$ cat src/rtl/vx_tex_dcache_arb.sv
`default_nettype none
// ============================================================================
// Module      : vx_tex_dcache_arb
// Description : Two-source (LSU = source 0, TEX = source 1) round-robin
//               arbiter in front of a shared data cache port.
//
//               Request path:
//                 - Whole multi-lane requests are granted.
//                 - The granted request is registered into a single-entry
//                   output buffer, so dcache_req_valid rises one cycle after
//                   the input handshake.
//                 - Each lane tag is extended with the source id as its MSB.
//
//               Response path:
//                 - Responses are steered combinationally by the tag MSB.
//
//               Read-pending limit:
//                 - Each source keeps a count of outstanding reads.
//                 - A source at MAX_PENDING may still issue write-only
//                   requests.
//
// Ports       : clk, reset (synchronous, active-high)
//               lsu_req_* / tex_req_*  : per-source request, ready out
//               lsu_rsp_* / tex_rsp_*  : per-source response, ready in
//               dcache_req_*           : merged request, tag = {src, tag}
//               dcache_rsp_*           : merged response, tag MSB = src
//               perf_lsu_stalls / perf_tex_stalls (only with
//                 TEX_DCACHE_ARB_PERF_EN defined): 44-bit stall-cycle counters
// Macro       : TEX_DCACHE_ARB_PERF_EN - enables the stall perf counters
// Revision    : 1.0 - initial release
// ============================================================================
module vx_tex_dcache_arb #(
    parameter int NUM_REQS    = 4,
    parameter int WORD_SIZE   = 4,
    parameter int TAG_WIDTH   = 8,
    parameter int MAX_PENDING = 8
) (
    input  logic                                           clk,
    input  logic                                           reset,

    // LSU request / response
    input  logic [NUM_REQS-1:0]                            lsu_req_valid,
    input  logic [NUM_REQS-1:0]                            lsu_req_rw,
    input  logic [NUM_REQS*WORD_SIZE-1:0]                  lsu_req_byteen,
    input  logic [NUM_REQS*(32-$clog2(WORD_SIZE))-1:0]     lsu_req_addr,
    input  logic [NUM_REQS*WORD_SIZE*8-1:0]                lsu_req_data,
    input  logic [NUM_REQS*TAG_WIDTH-1:0]                  lsu_req_tag,
    output logic                                           lsu_req_ready,
    output logic                                           lsu_rsp_valid,
    output logic [NUM_REQS-1:0]                            lsu_rsp_tmask,
    output logic [NUM_REQS*WORD_SIZE*8-1:0]                lsu_rsp_data,
    output logic [TAG_WIDTH-1:0]                           lsu_rsp_tag,
    input  logic                                           lsu_rsp_ready,

    // TEX request / response
    input  logic [NUM_REQS-1:0]                            tex_req_valid,
    input  logic [NUM_REQS-1:0]                            tex_req_rw,
    input  logic [NUM_REQS*WORD_SIZE-1:0]                  tex_req_byteen,
    input  logic [NUM_REQS*(32-$clog2(WORD_SIZE))-1:0]     tex_req_addr,
    input  logic [NUM_REQS*WORD_SIZE*8-1:0]                tex_req_data,
    input  logic [NUM_REQS*TAG_WIDTH-1:0]                  tex_req_tag,
    output logic                                           tex_req_ready,
    output logic                                           tex_rsp_valid,
    output logic [NUM_REQS-1:0]                            tex_rsp_tmask,
    output logic [NUM_REQS*WORD_SIZE*8-1:0]                tex_rsp_data,
    output logic [TAG_WIDTH-1:0]                           tex_rsp_tag,
    input  logic                                           tex_rsp_ready,

    // Merged dcache request / response
    output logic                                           dcache_req_valid,
    output logic [NUM_REQS-1:0]                            dcache_req_rw,
    output logic [NUM_REQS*WORD_SIZE-1:0]                  dcache_req_byteen,
    output logic [NUM_REQS*(32-$clog2(WORD_SIZE))-1:0]     dcache_req_addr,
    output logic [NUM_REQS*WORD_SIZE*8-1:0]                dcache_req_data,
    output logic [NUM_REQS*(TAG_WIDTH+1)-1:0]              dcache_req_tag,
    input  logic                                           dcache_req_ready,
    input  logic                                           dcache_rsp_valid,
    input  logic [NUM_REQS-1:0]                            dcache_rsp_tmask,
    input  logic [NUM_REQS*WORD_SIZE*8-1:0]                dcache_rsp_data,
    input  logic [TAG_WIDTH:0]                             dcache_rsp_tag,
    output logic                                           dcache_rsp_ready
`ifdef TEX_DCACHE_ARB_PERF_EN
    ,
    output logic [43:0]                                    perf_tex_stalls,
    output logic [43:0]                                    perf_lsu_stalls
`endif
);

    localparam int c_aw = 32 - $clog2(WORD_SIZE);
    localparam int c_cw = $clog2(MAX_PENDING + 1);
    localparam logic [c_cw-1:0] c_max_pend = c_cw'(MAX_PENDING);

    // ------------------------------------------------------------------
    // Request qualification and arbitration
    // ------------------------------------------------------------------
    logic [c_cw-1:0] r_lsu_pend;
    logic [c_cw-1:0] r_tex_pend;
    logic            r_last_grant;   // 1 = TEX was granted last
    logic            r_out_valid;

    logic w_lsu_has_rd, w_tex_has_rd;
    logic w_lsu_req, w_tex_req;
    logic w_can_load, w_grant_tex;
    logic w_lsu_fire, w_tex_fire;

    assign w_lsu_has_rd = |(lsu_req_valid & ~lsu_req_rw);
    assign w_tex_has_rd = |(tex_req_valid & ~tex_req_rw);

    // The pending limit only gates requests that carry at least one read lane
    assign w_lsu_req = (|lsu_req_valid) && (!w_lsu_has_rd || (r_lsu_pend < c_max_pend));
    assign w_tex_req = (|tex_req_valid) && (!w_tex_has_rd || (r_tex_pend < c_max_pend));

    // Buffer may load when empty or when it is draining this very cycle
    assign w_can_load  = !r_out_valid || dcache_req_ready;

    // TEX wins when alone, or when both request and LSU was granted last
    assign w_grant_tex = w_tex_req && (!w_lsu_req || !r_last_grant);

    assign w_lsu_fire  = !reset && w_can_load && w_lsu_req && !w_grant_tex;
    assign w_tex_fire  = !reset && w_can_load && w_grant_tex;

    assign lsu_req_ready = w_lsu_fire;
    assign tex_req_ready = w_tex_fire;

    // ------------------------------------------------------------------
    // Request mux and tag extension
    // ------------------------------------------------------------------
    logic [NUM_REQS-1:0]               w_sel_rw;
    logic [NUM_REQS*WORD_SIZE-1:0]     w_sel_byteen;
    logic [NUM_REQS*c_aw-1:0]          w_sel_addr;
    logic [NUM_REQS*WORD_SIZE*8-1:0]   w_sel_data;
    logic [NUM_REQS*(TAG_WIDTH+1)-1:0] w_sel_tag;

    assign w_sel_rw     = w_grant_tex ? tex_req_rw     : lsu_req_rw;
    assign w_sel_byteen = w_grant_tex ? tex_req_byteen : lsu_req_byteen;
    assign w_sel_addr   = w_grant_tex ? tex_req_addr   : lsu_req_addr;
    assign w_sel_data   = w_grant_tex ? tex_req_data   : lsu_req_data;

    generate
        for (genvar i = 0; i < NUM_REQS; i++) begin : g_tag
            assign w_sel_tag[i*(TAG_WIDTH+1) +: (TAG_WIDTH+1)] = w_grant_tex
                ? {1'b1, tex_req_tag[i*TAG_WIDTH +: TAG_WIDTH]}
                : {1'b0, lsu_req_tag[i*TAG_WIDTH +: TAG_WIDTH]};
        end
    endgenerate

    // ------------------------------------------------------------------
    // Single-entry output buffer
    // ------------------------------------------------------------------
    logic [NUM_REQS-1:0]               r_out_rw;
    logic [NUM_REQS*WORD_SIZE-1:0]     r_out_byteen;
    logic [NUM_REQS*c_aw-1:0]          r_out_addr;
    logic [NUM_REQS*WORD_SIZE*8-1:0]   r_out_data;
    logic [NUM_REQS*(TAG_WIDTH+1)-1:0] r_out_tag;

    always_ff @(posedge clk) begin
        if (reset) begin
            r_out_valid  <= 1'b0;
            r_last_grant <= 1'b1;
        end else if (w_can_load) begin
            r_out_valid <= w_lsu_fire || w_tex_fire;
            if (w_lsu_fire || w_tex_fire) begin
                r_out_rw     <= w_sel_rw;
                r_out_byteen <= w_sel_byteen;
                r_out_addr   <= w_sel_addr;
                r_out_data   <= w_sel_data;
                r_out_tag    <= w_sel_tag;
                r_last_grant <= w_tex_fire;
            end
        end
    end

    assign dcache_req_valid  = r_out_valid;
    assign dcache_req_rw     = r_out_rw;
    assign dcache_req_byteen = r_out_byteen;
    assign dcache_req_addr   = r_out_addr;
    assign dcache_req_data   = r_out_data;
    assign dcache_req_tag    = r_out_tag;

    // ------------------------------------------------------------------
    // Response routing by tag MSB
    // ------------------------------------------------------------------
    logic w_rsp_src;
    logic w_lsu_rsp_fire, w_tex_rsp_fire;

    assign w_rsp_src        = dcache_rsp_tag[TAG_WIDTH];

    assign lsu_rsp_valid    = dcache_rsp_valid && !w_rsp_src;
    assign lsu_rsp_tmask    = dcache_rsp_tmask;
    assign lsu_rsp_data     = dcache_rsp_data;
    assign lsu_rsp_tag      = dcache_rsp_tag[TAG_WIDTH-1:0];

    assign tex_rsp_valid    = dcache_rsp_valid && w_rsp_src;
    assign tex_rsp_tmask    = dcache_rsp_tmask;
    assign tex_rsp_data     = dcache_rsp_data;
    assign tex_rsp_tag      = dcache_rsp_tag[TAG_WIDTH-1:0];

    assign dcache_rsp_ready = w_rsp_src ? tex_rsp_ready : lsu_rsp_ready;

    assign w_lsu_rsp_fire   = lsu_rsp_valid && lsu_rsp_ready;
    assign w_tex_rsp_fire   = tex_rsp_valid && tex_rsp_ready;

    // ------------------------------------------------------------------
    // Outstanding-read counters (saturating at both ends)
    // ------------------------------------------------------------------
    logic w_lsu_inc, w_tex_inc;

    assign w_lsu_inc = w_lsu_fire && w_lsu_has_rd;
    assign w_tex_inc = w_tex_fire && w_tex_has_rd;

    always_ff @(posedge clk) begin
        if (reset) begin
            r_lsu_pend <= '0;
            r_tex_pend <= '0;
        end else begin
            if (w_lsu_inc && !w_lsu_rsp_fire && (r_lsu_pend != c_max_pend))
                r_lsu_pend <= r_lsu_pend + c_cw'(1);
            else if (!w_lsu_inc && w_lsu_rsp_fire && (r_lsu_pend != '0))
                r_lsu_pend <= r_lsu_pend - c_cw'(1);

            if (w_tex_inc && !w_tex_rsp_fire && (r_tex_pend != c_max_pend))
                r_tex_pend <= r_tex_pend + c_cw'(1);
            else if (!w_tex_inc && w_tex_rsp_fire && (r_tex_pend != '0))
                r_tex_pend <= r_tex_pend - c_cw'(1);
        end
    end

`ifdef TEX_DCACHE_ARB_PERF_EN
    // ------------------------------------------------------------------
    // Stall counters: cycles with a valid request that is not accepted
    // ------------------------------------------------------------------
    logic [43:0] r_perf_lsu_stalls;
    logic [43:0] r_perf_tex_stalls;

    always_ff @(posedge clk) begin
        if (reset) begin
            r_perf_lsu_stalls <= '0;
            r_perf_tex_stalls <= '0;
        end else begin
            if ((|lsu_req_valid) && !lsu_req_ready)
                r_perf_lsu_stalls <= r_perf_lsu_stalls + 44'd1;
            if ((|tex_req_valid) && !tex_req_ready)
                r_perf_tex_stalls <= r_perf_tex_stalls + 44'd1;
        end
    end

    assign perf_lsu_stalls = r_perf_lsu_stalls;
    assign perf_tex_stalls = r_perf_tex_stalls;
`endif

endmodule
`default_nettype wire

$ cat config.mk
export PLATFORM = sky130hd
export DESIGN_NAME = vx_tex_dcache_arb
export DESIGN_NICKNAME = d
export VERILOG_FILES = /design/src/rtl/vx_tex_dcache_arb.sv
export SDC_FILE = /design/constraint.sdc
export NUM_CORES = 1
export LEC_CHECK = 0
export BUFFER_PORTS_ARGS = -buffer_cell sky130_fd_sc_hd__clkbuf_2
export CAP_MARGIN = 20
export CORE_AREA = 4 4 519 521
export CTS_BUF_LIST = sky130_fd_sc_hd__clkbuf_4 sky130_fd_sc_hd__clkbuf_8 sky130_fd_sc_hd__clkbuf_16
export DETAILED_ROUTE_END_ITERATION = 8
export DIE_AREA = 0 0 523 525
export HOLD_SLACK_MARGIN = 0.12
export PLACE_DENSITY_LB_ADDON = 0.05
export SLEW_MARGIN = 15
export SYNTH_ARGS = -nofsm -noshare
export SYNTH_HDL_FRONTEND = slang
export SYNTH_SLANG_ARGS = --single-unit
$ cat constraint.sdc
create_clock -name clk -period 8.9 [get_ports clk]
set_input_delay 0.89 -clock clk [delete_from_list [all_inputs] [get_ports clk]]
set_output_delay 0.89 -clock clk [all_outputs]
set_load 0.005 [all_outputs]
==> results.sh <==
export IMPL_crit_path_frequent_cell="sky130_fd_sc_hd__clkbuf_2"
export IMPL_outcome="finished, final reports clean"
export IMPL_synth_nets=2412
export IMPL_yosys_register_bits=311
export IMPL_area_delta_synth_final_pct=54.0
export IMPL_clk_transition_reported_paths_ps=60
export IMPL_placement_setup_worst_slack_ps=4530
export IMPL_overflow_after_grt=0
export IMPL_clock_sinks=311
export IMPL_cts_tree="built"
export IMPL_synthesis_instances=1651
export IMPL_die_width_um=523
export IMPL_first_global_vias=15100
export IMPL_route_vias_total=13900
export IMPL_syn_avg_cell_area_um2=9.48
export IMPL_synth_top_area_share_pct=57.7
export IMPL_final_period_utilization_pct=45.1
export IMPL_port_buffers=924
export IMPL_critPathMaxStageDelay_ps=560
export IMPL_final_core_utilization_pct=9.11
export IMPL_synthTopCellsByCount="sky130_fd_sc_hd__nand2_1, sky130_fd_sc_hd__edfxtp_1, sky130_fd_sc_hd__buf_4"
export IMPL_finalHoldViolCount=0
export IMPL_worst_hold_path_type="primary input to register"
export IMPL_die_h_um=525
export IMPL_max_freq_mhz=249
export IMPL_power_per_standard_cell_area_nw_per_um2=262
export IMPL_seq_area_frac_synth_pct=59.0
export IMPL_gpl_final_weighted_congestion=0.835
export IMPL_antenna_found_initial=43
export IMPL_antenna_nets_post_route=0
export IMPL_io_pins=1345
export IMPL_core_area_um2=265000
export IMPL_cts_htree_levels=2
export IMPL_wirelength_mm=141
export IMPL_max_ir_drop_vdd_mv=0.135
export IMPL_grt_pass1_wl_mm=175
export IMPL_power_leakage_nw=10.7
export IMPL_wl_per_cell_um=24.0
export IMPL_crit_path_top_delay_cell="sky130_fd_sc_hd__or4_4"
export IMPL_final_count_of_negative_setup_slack_endpoints=0
export IMPL_grt_max_degree=112
export IMPL_initial_utilization_pct=5.92
export IMPL_cts_root_buf="sky130_fd_sc_hd__clkbuf_16"
export IMPL_fin_hold_ws_ps=479
export IMPL_fp_dieArea_um2=275000
export IMPL_detailedRoute_firstPassIterationCount=4
export IMPL_routed_via_density=2.37
export IMPL_rsz_0062_raised_after_global_routing="no"
export IMPL_post_cts_resize_count=0
export IMPL_crit_chain="clkbuf_2, or4_4, a311o_2, clkinv_8, buf_12, nor2_1, clkbuf_2"
export IMPL_synth_edff_count=301
export IMPL_worst_endpoint_required_ps=8010
export IMPL_setup_ws_ps=4890
export IMPL_timing_setup_critical_path_class="primary input to primary output"
export IMPL_cts_hold_buffers_added=0
export IMPL_postSynth_topFlopCell="sky130_fd_sc_hd__edfxtp_1"
export IMPL_layout_nets=3054
export IMPL_yosysUniqueCellTypes=39
export IMPL_timing_critical_path_to_type="primary output"
export IMPL_remaining_drc_errors=0
export IMPL_netlist_top_cell_by_area="sky130_fd_sc_hd__edfxtp_1"
export IMPL_row_count=189
export IMPL_synthTopCellsByArea="sky130_fd_sc_hd__edfxtp_1, sky130_fd_sc_hd__nand2_1, sky130_fd_sc_hd__buf_4, sky130_fd_sc_hd__dfxtp_1, sky130_fd_sc_hd__clkbuf_1"
export IMPL_cts_buffers_inserted=53
export IMPL_crit_path_start_kind="primary input"
export IMPL_worst_path_max_fanout=111
export IMPL_most_frequently_used_cell_type_in_the_post_synthesis_netlist="sky130_fd_sc_hd__nand2_1"
export IMPL_detail_route_iter0_violations=558
export IMPL_worst_pin_slew_ps=997
export IMPL_timing_setup_tns_ps=0
export IMPL_timing_final_max_slew_violations=0
export IMPL_post_cts_setup_buffer_count=0
export IMPL_synth_cell_area_um2=15700
export IMPL_grt_usage_pct=9.78
export IMPL_count_of_max_cap_constraint_violations=0
export IMPL_worstPathArrival_ps=3120
export IMPL_worstSkewPairLatency_ps=670
export IMPL_finalClockSkew_ps=22.6
export IMPL_synthArstFlopShare_pct=0
export IMPL_final_period_minus_worst_setup_slack_ps=4010
export IMPL_post_route_cells_drive_above_1_share_pct=44.1
export IMPL_placed_cells_incl_taps=5771
export IMPL_timing_slew_headroom_pct=33.5
export IMPL_hpwlAfterDp_mm=120
export IMPL_number_of_standard_cells_in_the_layout_taps_in_and_fillers_out=5873
export IMPL_max_clock_path_buffers=3
export IMPL_yosysWarningCount=0
## power breakdown
group | internal, mW | switching (mW) | leakage (nW)
combinational | 0.578 | 1.35 | 6.82
sequential | 2.17 | 0.139 | 3.06
clock | 1.20 | 0.884 | 0.821
total | 3.95 | 2.37 | 10.7
## flip-flops by register name, indices dropped and copies added (netlist names)
register / flops
dcache_req_addr: 120
dcache_req_tag: 33
dcache_req_data: 128
r_lsu_pend: 4
dcache_req_valid: 1
dcache_req_byteen: 16
r_tex_pend: 4
r_last_grant: 1
dcache_req_rw: 4
## worst max-delay path: cells and delay by family
family                 cells  cell delay (ps)
AOI/OAI and AO/OA          1              540
buffers and inverters      4              850
and+or+nand+nor            2              680
## stage by stage
stage / power (mW) / area, um^2
after floorplan: 3.24 / 15700
after global placement: 4.48 / 22400
after detailed placement: 4.43 / 22400
after CTS: 6.65 / 24100
after global routing: 6.82 / 24100
final: 6.32 / 24100
## layer usage
| layer | vias up | GRT usage [%] | share of wire (%) |
|---|---|---|---|
| li1 | 6325 | - | - |
| met1 | 6321 | 8.96 | 32 |
| met2 | 1097 | 18.5 | 52 |
| met3 | 168 | 5.38 | 13 |
| met4 | 30 | 2.43 | 2.6 |
| met5 | - | 0.0878 | 0.16 |
## final cells by class
class / instances / area [um^2]
Multi-Input combinational cell: 982 / 3980
Tap cell: 3533 / 4420
Fill cell: 31000 / 241000
Sequential cell: 311 / 9240
Clock inverter: 18 / 133
Timing Repair Buffer: 939 / 4770
Inverter: 6 / 35.0
Clock buffer: 75 / 1510
Antenna cell: 9 / 22.5
## placed cells by master, fill, tap and decap left out, types with 3 or more instances in the layout
cell type | synthesis | layout
sky130_fd_sc_hd__a21oi_1 | 5 | 5
sky130_fd_sc_hd__buf_12 | 0 | 3
sky130_fd_sc_hd__buf_4 | 284 | 12
sky130_fd_sc_hd__clkbuf_16 | 0 | 54
sky130_fd_sc_hd__clkbuf_2 | 0 | 924
sky130_fd_sc_hd__clkbuf_4 | 0 | 21
sky130_fd_sc_hd__clkinv_1 | 0 | 11
sky130_fd_sc_hd__clkinv_2 | 0 | 3
sky130_fd_sc_hd__dfxtp_1 | 10 | 10
sky130_fd_sc_hd__diode_2 | 0 | 9
sky130_fd_sc_hd__edfxtp_1 | 301 | 301
sky130_fd_sc_hd__ha_1 | 4 | 4
sky130_fd_sc_hd__inv_1 | 5 | 5
sky130_fd_sc_hd__mux2i_1 | 3 | 3
sky130_fd_sc_hd__nand2_1 | 903 | 902
sky130_fd_sc_hd__nand2b_1 | 13 | 13
sky130_fd_sc_hd__nor2_1 | 9 | 9
sky130_fd_sc_hd__nor3_1 | 6 | 6
sky130_fd_sc_hd__nor3b_1 | 4 | 4
sky130_fd_sc_hd__o21ai_0 | 5 | 5
## worst paths after layout
kind | slack [ps] | from | endpoint | depth (start not counted)
worst max-delay path | 4890 | lsu_req_valid[1] | lsu_req_ready | 7
worst min-delay path | 480 | tex_req_data[4] | dcache_req_data[4]$_DFFE_PP_ | 3
worst max register to register | 5450 | r_lsu_pend[3]$_SDFFE_PP0P_ | dcache_req_addr[63]$_DFFE_PP_ | 7
worst min register to register | 560 | r_last_grant$_SDFFE_PP1P_ | r_last_grant$_SDFFE_PP1P_ | 2
## logic make-up (layout without fill, tap and decap cells)
family,count (synthesis),in the layout,synth area share [%]
simple gates,949,949,23.4
buf+inv,358,1038,15.7
flops,311,311,59.0
compound gates,19,19,0.815
fa+ha+maj,6,6,0.575
mux,6,6,0.408
xor+xnor,2,2,0.112
other cells,0,9,0
Note: power is estimated with default switching activity, not from simulation.
